File: src/rtl/vc_test_rand_delay_multi_sink_pkg.sv
// rtl/vc_test_rand_delay_multi_sink_pkg.sv - shared types and constants for the random-delay multi-channel sink
package vc_test_rand_delay_multi_sink_pkg;

    typedef enum logic [1:0] {
        ST_IDLE  = 2'd0,
        ST_DELAY = 2'd1,
        ST_READY = 2'd2,
        ST_DONE  = 2'd3
    } chan_state_t;

    // Right-shifting Galois form of the x^16 + x^14 + x^13 + x^11 + 1 polynomial
    localparam logic [15:0] LFSR_TAPS = 16'hB400;

    localparam int ERR_CNT_W = 16;

    function automatic logic [15:0] lfsr_step(input logic [15:0] cur);
        return cur[0] ? ((cur >> 1) ^ LFSR_TAPS) : (cur >> 1);
    endfunction

    // An all-zero LFSR would lock up, so a zero seed is replaced by 1
    function automatic logic [15:0] chan_seed(input logic [15:0] base, input int unsigned chan);
        logic [15:0] s;
        s = base ^ 16'(chan);
        return (s == 16'd0) ? 16'd1 : s;
    endfunction

endpackage

File: src/rtl/vc_test_rand_delay_multi_sink_chan.sv
// rtl/vc_test_rand_delay_multi_sink_chan.sv - one sink channel: FSM, delay LFSR, expected-message memory, comparator
module vc_rand_delay_sink_chan
    import vc_test_rand_delay_multi_sink_pkg::*;
#(
    parameter int          p_msg_sz    = 8,
    parameter int          p_mem_sz    = 16,
    parameter int          p_max_delay = 0,
    parameter logic [15:0] p_seed      = 16'hACE1
) (
    input  logic                        clk,
    input  logic                        reset,
    input  logic                        start,
    input  logic                        fixed_mode,
    input  logic                        ld_en,
    input  logic [$clog2(p_mem_sz)-1:0] ld_idx,
    input  logic [p_msg_sz-1:0]         ld_msg,
    input  logic                        ld_last,
    input  logic                        val,
    input  logic [p_msg_sz-1:0]         msg,
    output logic                        rdy,
    output logic                        done,
    output logic                        mismatch,
    output logic [$clog2(p_mem_sz)-1:0] cur_idx
);
    localparam int             IW        = $clog2(p_mem_sz);
    localparam logic [IW:0]    IDX_ONE   = {{IW{1'b0}}, 1'b1};
    localparam logic [7:0]     DELAY_MAX = 8'(p_max_delay);

    chan_state_t         state;
    logic [15:0]         lfsr;
    logic [7:0]          delay_cnt;
    logic [7:0]          draw;
    logic [IW:0]         count;
    logic [IW-1:0]       idx;
    logic [p_msg_sz-1:0] mem [p_mem_sz];
    logic                xfer;

    // Next stall length: either the fixed maximum or the LFSR folded into 0..p_max_delay
    always_comb begin
        draw = fixed_mode ? DELAY_MAX : 8'(lfsr % 16'(p_max_delay + 1));
    end

    assign xfer     = (state == ST_READY) && val;
    assign mismatch = xfer && (msg != mem[idx]);
    assign rdy      = (state == ST_READY);
    assign done     = (state == ST_DONE);
    assign cur_idx  = idx;

    // Expected-message storage is only writable before the channel has been started
    always_ff @(posedge clk) begin
        if (ld_en && state == ST_IDLE) begin
            mem[ld_idx] <= ld_msg;
        end
    end

    // Channel sequencing: load/start, stall countdown, handshake and completion
    always_ff @(posedge clk or negedge reset) begin
        if (!reset) begin
            state     <= ST_IDLE;
            lfsr      <= p_seed;
            delay_cnt <= '0;
            count     <= '0;
            idx       <= '0;
        end else begin
            case (state)
                ST_IDLE: begin
                    if (ld_en && ld_last) begin
                        count <= {1'b0, ld_idx} + IDX_ONE;
                    end
                    if (start) begin
                        if (count == '0) begin
                            state <= ST_DONE;
                        end else begin
                            state     <= ST_DELAY;
                            delay_cnt <= draw;
                            lfsr      <= lfsr_step(lfsr);
                        end
                    end
                end
                ST_DELAY: begin
                    if (delay_cnt == 8'd0) begin
                        state <= ST_READY;
                    end else begin
                        delay_cnt <= delay_cnt - 8'd1;
                    end
                end
                ST_READY: begin
                    if (val) begin
                        idx <= IW'({1'b0, idx} + IDX_ONE);
                        if (({1'b0, idx} + IDX_ONE) == count) begin
                            state <= ST_DONE;
                        end else begin
                            state     <= ST_DELAY;
                            delay_cnt <= draw;
                            lfsr      <= lfsr_step(lfsr);
                        end
                    end
                end
                ST_DONE: begin
                    state <= ST_DONE;
                end
                default: begin
                    state <= ST_IDLE;
                end
            endcase
        end
    end

endmodule

File: src/rtl/vc_test_rand_delay_multi_sink.sv
// rtl/vc_test_rand_delay_multi_sink.sv - multi-channel random-delay test sink with error aggregation
module vc_test_rand_delay_multi_sink
    import vc_test_rand_delay_multi_sink_pkg::*;
#(
    parameter int          p_nchan     = 2,
    parameter int          p_msg_sz    = 8,
    parameter int          p_mem_sz    = 16,
    parameter int          p_max_delay = 0,
    parameter logic [15:0] p_seed      = 16'hACE1
) (
    input  logic                        clk,
    input  logic                        reset,
    input  logic [p_nchan-1:0]          val,
    output logic [p_nchan-1:0]          rdy,
    input  logic [p_nchan*p_msg_sz-1:0] msg,
    input  logic                        ld_en,
    input  logic [2:0]                  ld_chan,
    input  logic [$clog2(p_mem_sz)-1:0] ld_idx,
    input  logic [p_msg_sz-1:0]         ld_msg,
    input  logic                        ld_last,
    input  logic                        start,
    input  logic                        fixed_mode,
    output logic                        done,
    output logic                        err,
    output logic [2:0]                  err_chan,
    output logic [$clog2(p_mem_sz)-1:0] err_idx,
    output logic [ERR_CNT_W-1:0]        num_errors
);
    localparam int IW = $clog2(p_mem_sz);

    logic [p_nchan-1:0] chan_done;
    logic [p_nchan-1:0] chan_mis;
    logic [IW-1:0]      chan_idx [p_nchan];
    logic [3:0]         mis_cnt;
    logic [2:0]         first_chan;
    logic [IW-1:0]      first_idx;
    logic [ERR_CNT_W:0] err_sum;

    for (genvar c = 0; c < p_nchan; c++) begin : g_chan
        localparam logic [15:0] CHAN_SEED = chan_seed(p_seed, c);

        vc_rand_delay_sink_chan #(
            .p_msg_sz    (p_msg_sz),
            .p_mem_sz    (p_mem_sz),
            .p_max_delay (p_max_delay),
            .p_seed      (CHAN_SEED)
        ) u_chan (
            .clk        (clk),
            .reset      (reset),
            .start      (start),
            .fixed_mode (fixed_mode),
            .ld_en      (ld_en && (ld_chan == 3'(c))),
            .ld_idx     (ld_idx),
            .ld_msg     (ld_msg),
            .ld_last    (ld_last),
            .val        (val[c]),
            .msg        (msg[c*p_msg_sz +: p_msg_sz]),
            .rdy        (rdy[c]),
            .done       (chan_done[c]),
            .mismatch   (chan_mis[c]),
            .cur_idx    (chan_idx[c])
        );
    end

    // Count this cycle's mismatches and pick the lowest mismatching channel (scan high to low)
    always_comb begin
        mis_cnt    = '0;
        first_chan = '0;
        first_idx  = '0;
        for (int c = p_nchan - 1; c >= 0; c--) begin
            if (chan_mis[c]) begin
                mis_cnt    = mis_cnt + 4'd1;
                first_chan = 3'(c);
                first_idx  = chan_idx[c];
            end
        end
        err_sum = {1'b0, num_errors} + {{(ERR_CNT_W - 3){1'b0}}, mis_cnt};
    end

    assign done = &chan_done;

    // Sticky error flag, first-error capture and saturating error counter
    always_ff @(posedge clk or negedge reset) begin
        if (!reset) begin
            err        <= 1'b0;
            err_chan   <= '0;
            err_idx    <= '0;
            num_errors <= '0;
        end else if (|chan_mis) begin
            err <= 1'b1;
            if (!err) begin
                err_chan <= first_chan;
                err_idx  <= first_idx;
            end
            num_errors <= err_sum[ERR_CNT_W] ? {ERR_CNT_W{1'b1}} : err_sum[ERR_CNT_W-1:0];
        end
    end

endmodule

File: config.mk
export PLATFORM = sky130hd
export DESIGN_NAME = vc_test_rand_delay_multi_sink
export DESIGN_NICKNAME = d
export VERILOG_FILES = /design/src/rtl/vc_test_rand_delay_multi_sink_pkg.sv /design/src/rtl/vc_test_rand_delay_multi_sink_chan.sv /design/src/rtl/vc_test_rand_delay_multi_sink.sv
export SDC_FILE = /design/constraint.sdc
export NUM_CORES = 1
export LEC_CHECK = 0
export ABC_AREA = 1
export CAP_MARGIN = 20
export CORE_AREA = 2 2 207 148
export CTS_BUF_LIST = sky130_fd_sc_hd__clkbuf_16
export DETAILED_ROUTE_END_ITERATION = 10
export DIE_AREA = 0 0 209 150
export PLACE_DENSITY_LB_ADDON = 0.25
export SETUP_SLACK_MARGIN = 0.3
export SLEW_MARGIN = 20
export SYNTH_ARGS = -nofsm -noshare
export SYNTH_HDL_FRONTEND = slang
export SYNTH_SLANG_ARGS = --single-unit
File: constraint.sdc
create_clock -name clk -period 3.5 [get_ports clk]
set_input_delay 0.7 -clock clk [delete_from_list [all_inputs] [get_ports clk]]
set_output_delay 0.7 -clock clk [all_outputs]
set_load 0.01 [all_outputs]
Word-level counts from Yosys, hierarchy flattened:

Memories as Yosys holds them, arrays and structs flattened.
Index checks and enable logic that the tools add are counted.

* add/subtract/negate cells: 7
* eq/ne operators: 23
* mux-type cells: 35
* bitwise gates (word level): 1
* reductions and logical operators: 30

Operator list (number)
* $mux 8: 10
* $pmux 8 s3: 2
* $mux 2: 10
* $ne 2x2->1 const B: 10
* $add 16x4->17: 1
* $logic_not 8->1: 2
* $mux 16: 1
* $ne 8x8->1: 2
* $pmux 2 s4: 2
* $sub 8x1->8 const B: 2
* $add 4x1->5 const B: 3
* $mux 4: 3
* $reduce_and 2->1: 6
* $reduce_and 6->1: 2
* $eq 5x5->1: 2
* $logic_and 1x1->1: 10
* $logic_not 5->1: 2
* $eq 2x2->1 const B: 4
* $mux 1: 6
* $reduce_and 3->1: 2
* $reduce_bool 3->1: 2
* $add 4x1->4 const B: 1
* $eq 2x1->1 const B: 2
* $logic_not 2->1: 2
* other kinds (6): 7

* bits in registers: 62
* RAM bits: 256
* input bits: 39
* output and inout bits: 27
* word-level logic and storage cells: 110
* memories kept: 2

Memory list
* g_chan[0].u_chan.mem: depth 16, bits a word 8, read ports 1, clocked after Yosys merged registers in 0, write ports 1, line vc_test_rand_delay_multi_sink_chan.sv:35 `logic [p_msg_sz-1:0] mem [p_mem_sz];`
* g_chan[1].u_chan.mem: depth 16, bits a word 8, read ports 1, clocked after Yosys merged registers in 0, write ports 1, line vc_test_rand_delay_multi_sink_chan.sv:35

Longest topological paths before layout:

Gate-level depths: netlist (run 1).

* depth in word-level cells: 8
* mapped depth: 29
* depth with buffers taken out: 28

Hierarchy:

A second synthesis (run 1) with hierarchy kept.

* cell total of the unflattened synthesis: 1625
* area total of the unflattened synthesis: 15169.5 um^2

By module, submodules not included
* vc_rand_delay_sink_chan: instances 2, cells an instance 728, area an instance 6935.4 um^2, sequential area each 4319.1 um^2
* vc_test_rand_delay_multi_sink: instances 1, cells an instance 169, area an instance 1298.7 um^2, sequential area each 550.5 um^2

Worst setup path after synthesis (run 1):

No wires, ideal clock.

* kind: register -> register
* from: register g_chan[1].u_chan.idx[0]
* to: register num_errors[14]
* setup time: 0.070 ns
* data arrival time: 3.665 ns
* data required time: 3.430 ns
* path slack: -0.235 ns
* cell stages (with the launch flop): 29
* path buffers: 4
* clock period less this slack: 3.735 ns
* cells stage by stage: dfrtp_1 -> buf_2 -> buf_6 -> buf_2 -> nor2_1 -> nor2_1 -> o21ai_0 -> nand3_1 -> nand3_1 -> nand2_1 -> nand2_1 -> nand2_1 -> nor2_1 -> nand3_2 -> nand2_1 -> inv_1 -> ha_1 -> inv_1 -> ha_1 -> inv_1 -> fa_1 -> nor4_1 -> nand3_1 -> inv_1 -> nand4_1 -> nor2_1 -> nand2_1 -> clkbuf_1 -> nand3_1

* longest elaborated chain between the ends: 8
* elaborated cells on any way between the ends: 9
* classes of those cells: add/sub: 2; eq/ne: 1; mux: 3; reduce/logical: 2; memory: 1

Ends and longest elaborated chain
* start, declared: line vc_test_rand_delay_multi_sink_chan.sv:34 `logic [IW-1:0] idx;`
* start signal, assigned: line vc_test_rand_delay_multi_sink_chan.sv:89 `idx <= IW'({1'b0, idx} + IDX_ONE);`
* $mem_v2 16x8 (*)
* $ne 8x8->1 (*): line vc_test_rand_delay_multi_sink_chan.sv:44 `assign mismatch = xfer && (msg != mem[idx]);`
* $logic_and 1x1->1 (*): line vc_test_rand_delay_multi_sink_chan.sv:44
* $mux 1: line vc_test_rand_delay_multi_sink.sv:71 `if (chan_mis[c]) begin`
* $add 4x1->4: line vc_test_rand_delay_multi_sink.sv:72 `mis_cnt = mis_cnt + 4'd1;`
* $mux 4: line vc_test_rand_delay_multi_sink.sv:71
* $add 16x4->17: line vc_test_rand_delay_multi_sink.sv:77 `err_sum = {1'b0, num_errors} + {{(ERR_CNT_W - 3){1'b0}}, mis_cnt};`
* $mux 16: line vc_test_rand_delay_multi_sink.sv:95 `num_errors <= err_sum[ERR_CNT_W] ? {ERR_CNT_W{1'b1}} : err_sum[ERR_CNT_W-1:0];`
* end signal, assigned: line vc_test_rand_delay_multi_sink.sv:95
* end, declared: line vc_test_rand_delay_multi_sink.sv:27 `output logic [ERR_CNT_W-1:0] num_errors`

Every way passes the cells marked *; elsewhere a longest branch is shown, timed or not.
A chain may end at the register's enable or synchronous reset.

Final worst setup path (run 1):

Same ends and word-level chain as after synthesis.

==> results of run 1 <==
synthesized netlist by cell type, drive strengths merged, types with 16 or more instances:
master | count | area share, %
nand2 | 405 | 11
edfxtp | 256 | 53
inv | 158 | 4.1
nand3 | 155 | 5.4
nor2 | 150 | 4.0
o21ai | 73 | 2.5
dfrtp | 60 | 10
buf | 50 | 2.3
nor3 | 28 | 0.97
xor2 | 20 | 1.3
a21oi | 17 | 0.59
or2 | 16 | 0.69
worst max-delay path: stages, from the launching register on:
cell and delay (ns):
dfrtp_2 0.43, buf_6 0.13, inv_8 0.05, buf_12 0.14, buf_6 0.13, o21ai_2 0.16, nand3_2 0.17, nand2_1 0.12
nand2_1 0.06, nand2_1 0.05, nand2_1 0.07, nor2_4 0.16, nand3_4 0.12, nand2_2 0.09, inv_2 0.05, ha_4 0.20
inv_2 0.06, ha_4 0.13, inv_2 0.04, fa_2 0.38, nor4_4 0.16, nand3_1 0.11, inv_1 0.08, nand4_1 0.18
inv_1 0.15, nand2_2 0.06, or2_4 0.25, nand3_2 0.05
stage by stage:
step,hold slack [ns],area [um2],worst slack (ns)
floorplan,0.404,14600,0.0390
global placement,0.452,16400,-0.636
detailed placement,0.467,16400,-0.744
CTS,0.0868,17800,-0.353
global route,0.116,17900,-0.572
finish,0.0887,17900,-0.366
path summary, 6_finish.rpt:
path | startpoint | to | slack, ns | cells past startpoint
max | g_chan[1].u_chan.cur_idx[0] | num_errors[14] | -0.37 | 27
min | reset | g_chan[0].u_chan.delay_cnt[4] | 0.09 | 1
max reg2reg | g_chan[1].u_chan.cur_idx[0] | num_errors[14] | -0.37 | 27
min reg2reg | g_chan[0].u_chan.delay_cnt[2] | g_chan[0].u_chan.delay_cnt[2] | 0.48 | 1
max in group asynchronous | reset | g_chan[1].u_chan.cur_idx[0] | 2.49 | 2
min in group clk | g_chan[0].u_chan.delay_cnt[2] | g_chan[0].u_chan.delay_cnt[2] | 0.48 | 1
what timing repair did:
item,4_1_cts,5_1_grt
cloned,5,0
pin swaps,34,26
setup endpoints to repair,16,16
setup buffers,14,1
gates resized for setup,66,35
routing by layer:
metal,global-route usage (%),wire length (um)
met1,35.9,17000
met3,4.24,2940
met2,35.0,15600
met5,0,0
met4,6.50,954
registers in the layout (all words and copies together) (netlist names), 4 cells and up:
name / count
g_chan.u_chan.state: 4
g_chan.u_chan.count: 10
g_chan.u_chan.mem: 256
g_chan.u_chan.delay_cnt: 16
err_idx: 4
num_errors: 16
g_chan.u_chan.cur_idx: 8
power breakdown:
part	leakage, nW	total (mW)	switching, mW	internal (mW)
Sequential	3.02	4.46	0.173	4.28
Clock	0.518	3.34	1.44	1.90
Combinational	4.01	5.62	3.27	2.35
Total	7.55	13.4	4.88	8.54
logic make-up (layout without fill, tap and decap cells):
group           after synthesis  in the layout  synth area share, %
mux                           2              2                0.147
fa+ha+maj                    16             16                 1.44
other cells                   1              2               0.0259
xor+xnor                     22             22                 1.38
compound gates              109            109                 4.15
simple gates                777            778                 22.7
buf+inv                     218            422                 6.68
flops                       316            316                 63.5
area by class of cell:
type	count	area, um2	area share [%]
tap	385	482	2.69
multi-input combinational	929	4650	25.9
inverter	160	616	3.43
timing repair buffer	207	2000	11.1
sequential	316	9190	51.2
clock inverter	24	228	1.27
clock buffer	31	776	4.33
cells in the final DEF (no fill, tap or decap), drive strengths merged:
cell type	count
clkinvlp	2
nor3	28
o21ai	73
nand3	155
ha	15
bufinv	4
dfrtp	60
clkinv	12
xor2	20
nor4	5
buf	146
and3	2
clkdlybuf4s50	61
edfxtp	256
o22ai	2
nor2	150
o31ai	2
inv	166
nor3b	1
mux2	1
a21oi	17
conb	2
nand4	8
nand3b	7
or2	16
clkbuf	31
nand2	406
o211ai	15
fa	1
mux2i	1
xnor2	2
==> results by group, run 1 <==
Run status
  • Status: finished, violations left
  • Failing checks: setup timing

Finish
  • FILL cells: 2338
  • # diodes: 0
  • Final net count: 1700
  • Non-Filler Instances: 2052
  • Layout cell share with drive strength beyond 1: 17.3%
  • Area grow syn2layout: 24.0%
  • Final core utilization: 60.8%

Global routing
  • Initial antenna violation count: 0
  • Largest net degree at the start of global routing: 40
  • Vias in the first global route: 10300
  • First-pass GRT wire length: 56800 um
  • Tot GR Track Use: 23.6%
  • Total gr overflow: 0

Clock network
  • Clk Latency, worst-skew pair: 0.60 ns
  • CTS H-tree depth: 1
  • Clock root buffer: clkbuf_16
  • Clock Sinks: 316
  • CTS tree: built
  • Total CTS buffers: 31
  • CTS Buffer Depth: 3
  • Clock-pin slew on the worst setup and hold paths: 0.07 ns
  • Hold_buf cts: 0

Drt
  • Vias: 10800
  • Drt wl/cell: 17.8 um
  • Antenna-violating nets left: 0
  • Drt pass-1 iters: 5
  • DRT iter0 DRCs: 1154
  • DR vias/cell: 5.28
  • Routed WL: 36500 um
  • Number of remaining DRC errors: 0

Yosys
  • Async SR Flop Fraction: 19.0%
  • Synth Warn #: 0
  • Post-synthesis sequential area ratio: 63.5%
  • Post-synthesis cell type count: 43
  • Predominant post-synthesis flop cell: edfxtp_1
  • Cell count after synthesis: 1461
  • Mapped Area: 0.0145 mm2
  • Seq cells post-synth: 316
  • Synthesized area per cell: 9.90 um2
  • Number of synthesized flops with an enable pin: 256

Pwr
  • Pwr Total: 13.4 mW
  • Leak: 7.55 nW
  • Worst vdd ir: 330 uV
  • Pwr Density: 748 mW/mm2

Floorplanning
  • Die width: 209 um
  • Core box area: 0.0295 mm2
  • DIE HEIGHT: 150 um
  • Full die area: 0.0314 mm2
  • Row count: 53
  • Starting Density: 49.0%
  • I/O Pins: 66

Setup path
  • Required @ worst endpoint: 4.02 ns
  • Critical path class: reg -> reg
  • CP Data Arrival Time: 4.38 ns
  • Crit-path max FO: 8
  • Type of origin of the critical path: register
  • Setup crit end kind: register

Placed design
  • Routability cong.: 0.880
  • Post-DP HPWL: 23600 um
  • IO Port Bufs: 62
  • Dpl cells: 1977

Timing
  • Final WS setup: -0.366 ns
  • Crit share post-route: 110%
  • Peak Freq: 0.259 GHz
  • Final Hold Viols: 0
  • RSZ-0062 raised after global routing: true
  • Setup TNS: -5.16 ns
  • Relative slew slack: 44.7%
  • Finish-stage setup viols: 16
  • Max-slew violations: 0
  • Clk_skew: 0.0255 ns
  • Crit path time final: 3.87 ns
  • Worst slew pin tran: 0.827 ns

Job
  • Maxcap violations: 0

Min path
  • HP Class: in -> async
No activity file was read; power rests on OpenSTA's default activity.
==> inputs of run 2 (changes only) <==
Settings changed: PLACE_DENSITY set to 0.68, PLACE_DENSITY_LB_ADDON 0.25 to unset.
==> run 2 against run 1 <==
The flow still finishes with violations (setup timing). Maximum frequency decreased by 0.24%. Sequential share of layout area down 0.94 points. Combinational power increased by 8.2%. Setup slack got worse by 0.0093 ns. Cell count is 0.49% higher. Critical path depth is 1 lower. Largest power group unchanged.
==> results by group, run 2 (synthesis gave the netlist of run 1 again) <==
Finish
  • Commonest non-fill, non-tap cell in the layout: nand2_1
  • Layout cell share with drive strength beyond 1: 19.0%
  • Final core utilization: 61.9%
  • Post-route cell area: 0.0183 mm2
  • Largest register FFs: 256
  • Commonest non-fill, non-tap cells in the layout: nand2_1, edfxtp_1, inv_1
  • Area grow syn2layout: 26.3%
  • Final net count: 1707
  • Top flop regs: g_chan.u_chan.mem (256), g_chan.u_chan.delay_cnt (16), num_errors (16)
  • Top reg by flops: g_chan.u_chan.mem

Timing
  • Crit share post-route: 111%
  • Peak Freq: 0.258 GHz
  • Max-slew violations: 0
  • Final WS setup: -0.375 ns
  • Worst slew pin tran: 0.838 ns
  • Crit path time final: 3.88 ns
  • Finish-stage setup viols: 16
  • Final Hold Viols: 0
  • Hold_ws: 0.172 ns
  • Relative slew slack: 43.9%
  • RSZ-0062 raised after global routing: true
  • Clk_skew: 0.00921 ns

Pwr
  • Worst vdd ir: 406 uV
  • Leak: 7.69 nW
  • Pwr Density: 757 mW/mm2
  • Pwr Total: 13.8 mW

Setup path
  • Most used cell along the critical path: nand2_1
  • Setup crit end kind: register
  • Critical path class: reg -> reg
  • CP peak stage delay: 0.51 ns
  • Slowest CP cell: dfrtp_2
  • Crit-path max FO: 5
  • Required @ worst endpoint: 4.02 ns
  • R2R depth: 26
  • Flop2flop setup slack: -0.38 ns
  • CP Data Arrival Time: 4.39 ns
  • Type of origin of the critical path: register

Clock network
  • Clock-pin slew on the worst setup and hold paths: 0.07 ns
  • Total CTS buffers: 31
  • CTS Buffer Depth: 3
  • Clock root buffer: clkbuf_16
  • CTS H-tree depth: 1
  • CTS tree: built
  • Clk Latency, worst-skew pair: 0.58 ns
  • Clock Sinks: 316

Run status
  • Failing checks: setup timing
  • Status: finished, violations left

Floorplanning
  • Die width: 209 um
  • Row count: 53
  • DIE HEIGHT: 150 um
  • I/O Pins: 66
  • Starting Density: 49.0%
  • Core box area: 0.0295 mm2
  • Full die area: 0.0314 mm2

Drt
  • Antenna-violating nets left: 0
  • DR vias/cell: 5.29
  • Routed WL: 37400 um
  • Vias: 10900
  • Drt wl/cell: 18.1 um
  • Number of remaining DRC errors: 0
  • Drt pass-1 iters: 5
  • DRT iter0 DRCs: 1271

Placed design
  • IO Port Bufs: 62
  • Placed cell areas: 0.0163 mm2
  • Routability cong.: 0.882
  • Post-DP HPWL: 22700 um

Global routing
  • First-pass GRT wire length: 57000 um
  • Total gr overflow: 0
  • Tot GR Track Use: 23.9%
  • Largest net degree at the start of global routing: 33
  • Initial antenna violation count: 1
  • Vias in the first global route: 10200

Min path
  • HP Class: in -> async

Job
  • Maxcap violations: 0
## run 2: worst paths after layout
path | endpoint | startpoint
min in group clk | g_chan[0].u_chan.delay_cnt[2] | g_chan[0].u_chan.delay_cnt[2]
min reg2reg | g_chan[0].u_chan.delay_cnt[2] | g_chan[0].u_chan.delay_cnt[2]
max in group asynchronous | num_errors[12] | reset
max reg2reg | num_errors[14] | g_chan[0].u_chan.cur_idx[0]
max | num_errors[14] | g_chan[0].u_chan.cur_idx[0]
min | g_chan[0].u_chan.delay_cnt[2] | reset
## run 2: repair_timing
item,4_1_cts,5_1_grt
gates cloned,10,1
endpoints found under the setup margin,16,18
hold buffers,0,0
gates resized for setup,94,53
pin swaps,41,34
buffers inserted,15,5
## run 2: layout make-up
type | instances | area [um2]
diodes | 1 | 2.50
clock buffers | 31 | 776
clock inverters | 26 | 208
fillers | 2296 | 11200
inverters | 160 | 628
multi-input cells | 929 | 4770
flip-flops and latches | 316 | 9190
well taps | 385 | 482
repair buffers | 214 | 2220
## run 2: routing by layer
metal	share of wire [%]	GRT usage, %	vias up
met5	0	0	-
met4	1.8	5.46	0
met3	9.1	4.43	52
met2	43	35.7	446
met1	46	36.3	5173
li1	-	-	5239
## run 2: stage by stage
stage | cells | worst slack [ns] | setup TNS [ns]
2_1_floorplan | 1462 | 0.0390 | 0
6_report | 2062 | -0.375 | -5.33
5_1_grt | 2062 | -0.556 | -8.06
3_3_place_gp | 1973 | -0.501 | -7.10
3_5_place_dp | 1973 | -0.553 | -7.96
4_1_cts | 2055 | -0.278 | -3.53
## run 2: power by group
part | leakage [nW] | switching (mW) | internal (mW)
clock network | 0.484 | 1.45 | 1.83
registers | 3.02 | 0.192 | 4.28
logic | 4.19 | 3.47 | 2.61
total | 7.69 | 5.11 | 8.72
## run 2: worst max-delay path: cells and delay by family (launching register included)
family	cells	cell delay, ns
AO/OA/AOI/OAI	1	0.18
buffers and inverters	7	0.75
adder cells (fa/ha/maj)	3	0.75
flip-flops	1	0.51
AND/OR/NAND/NOR	15	1.61
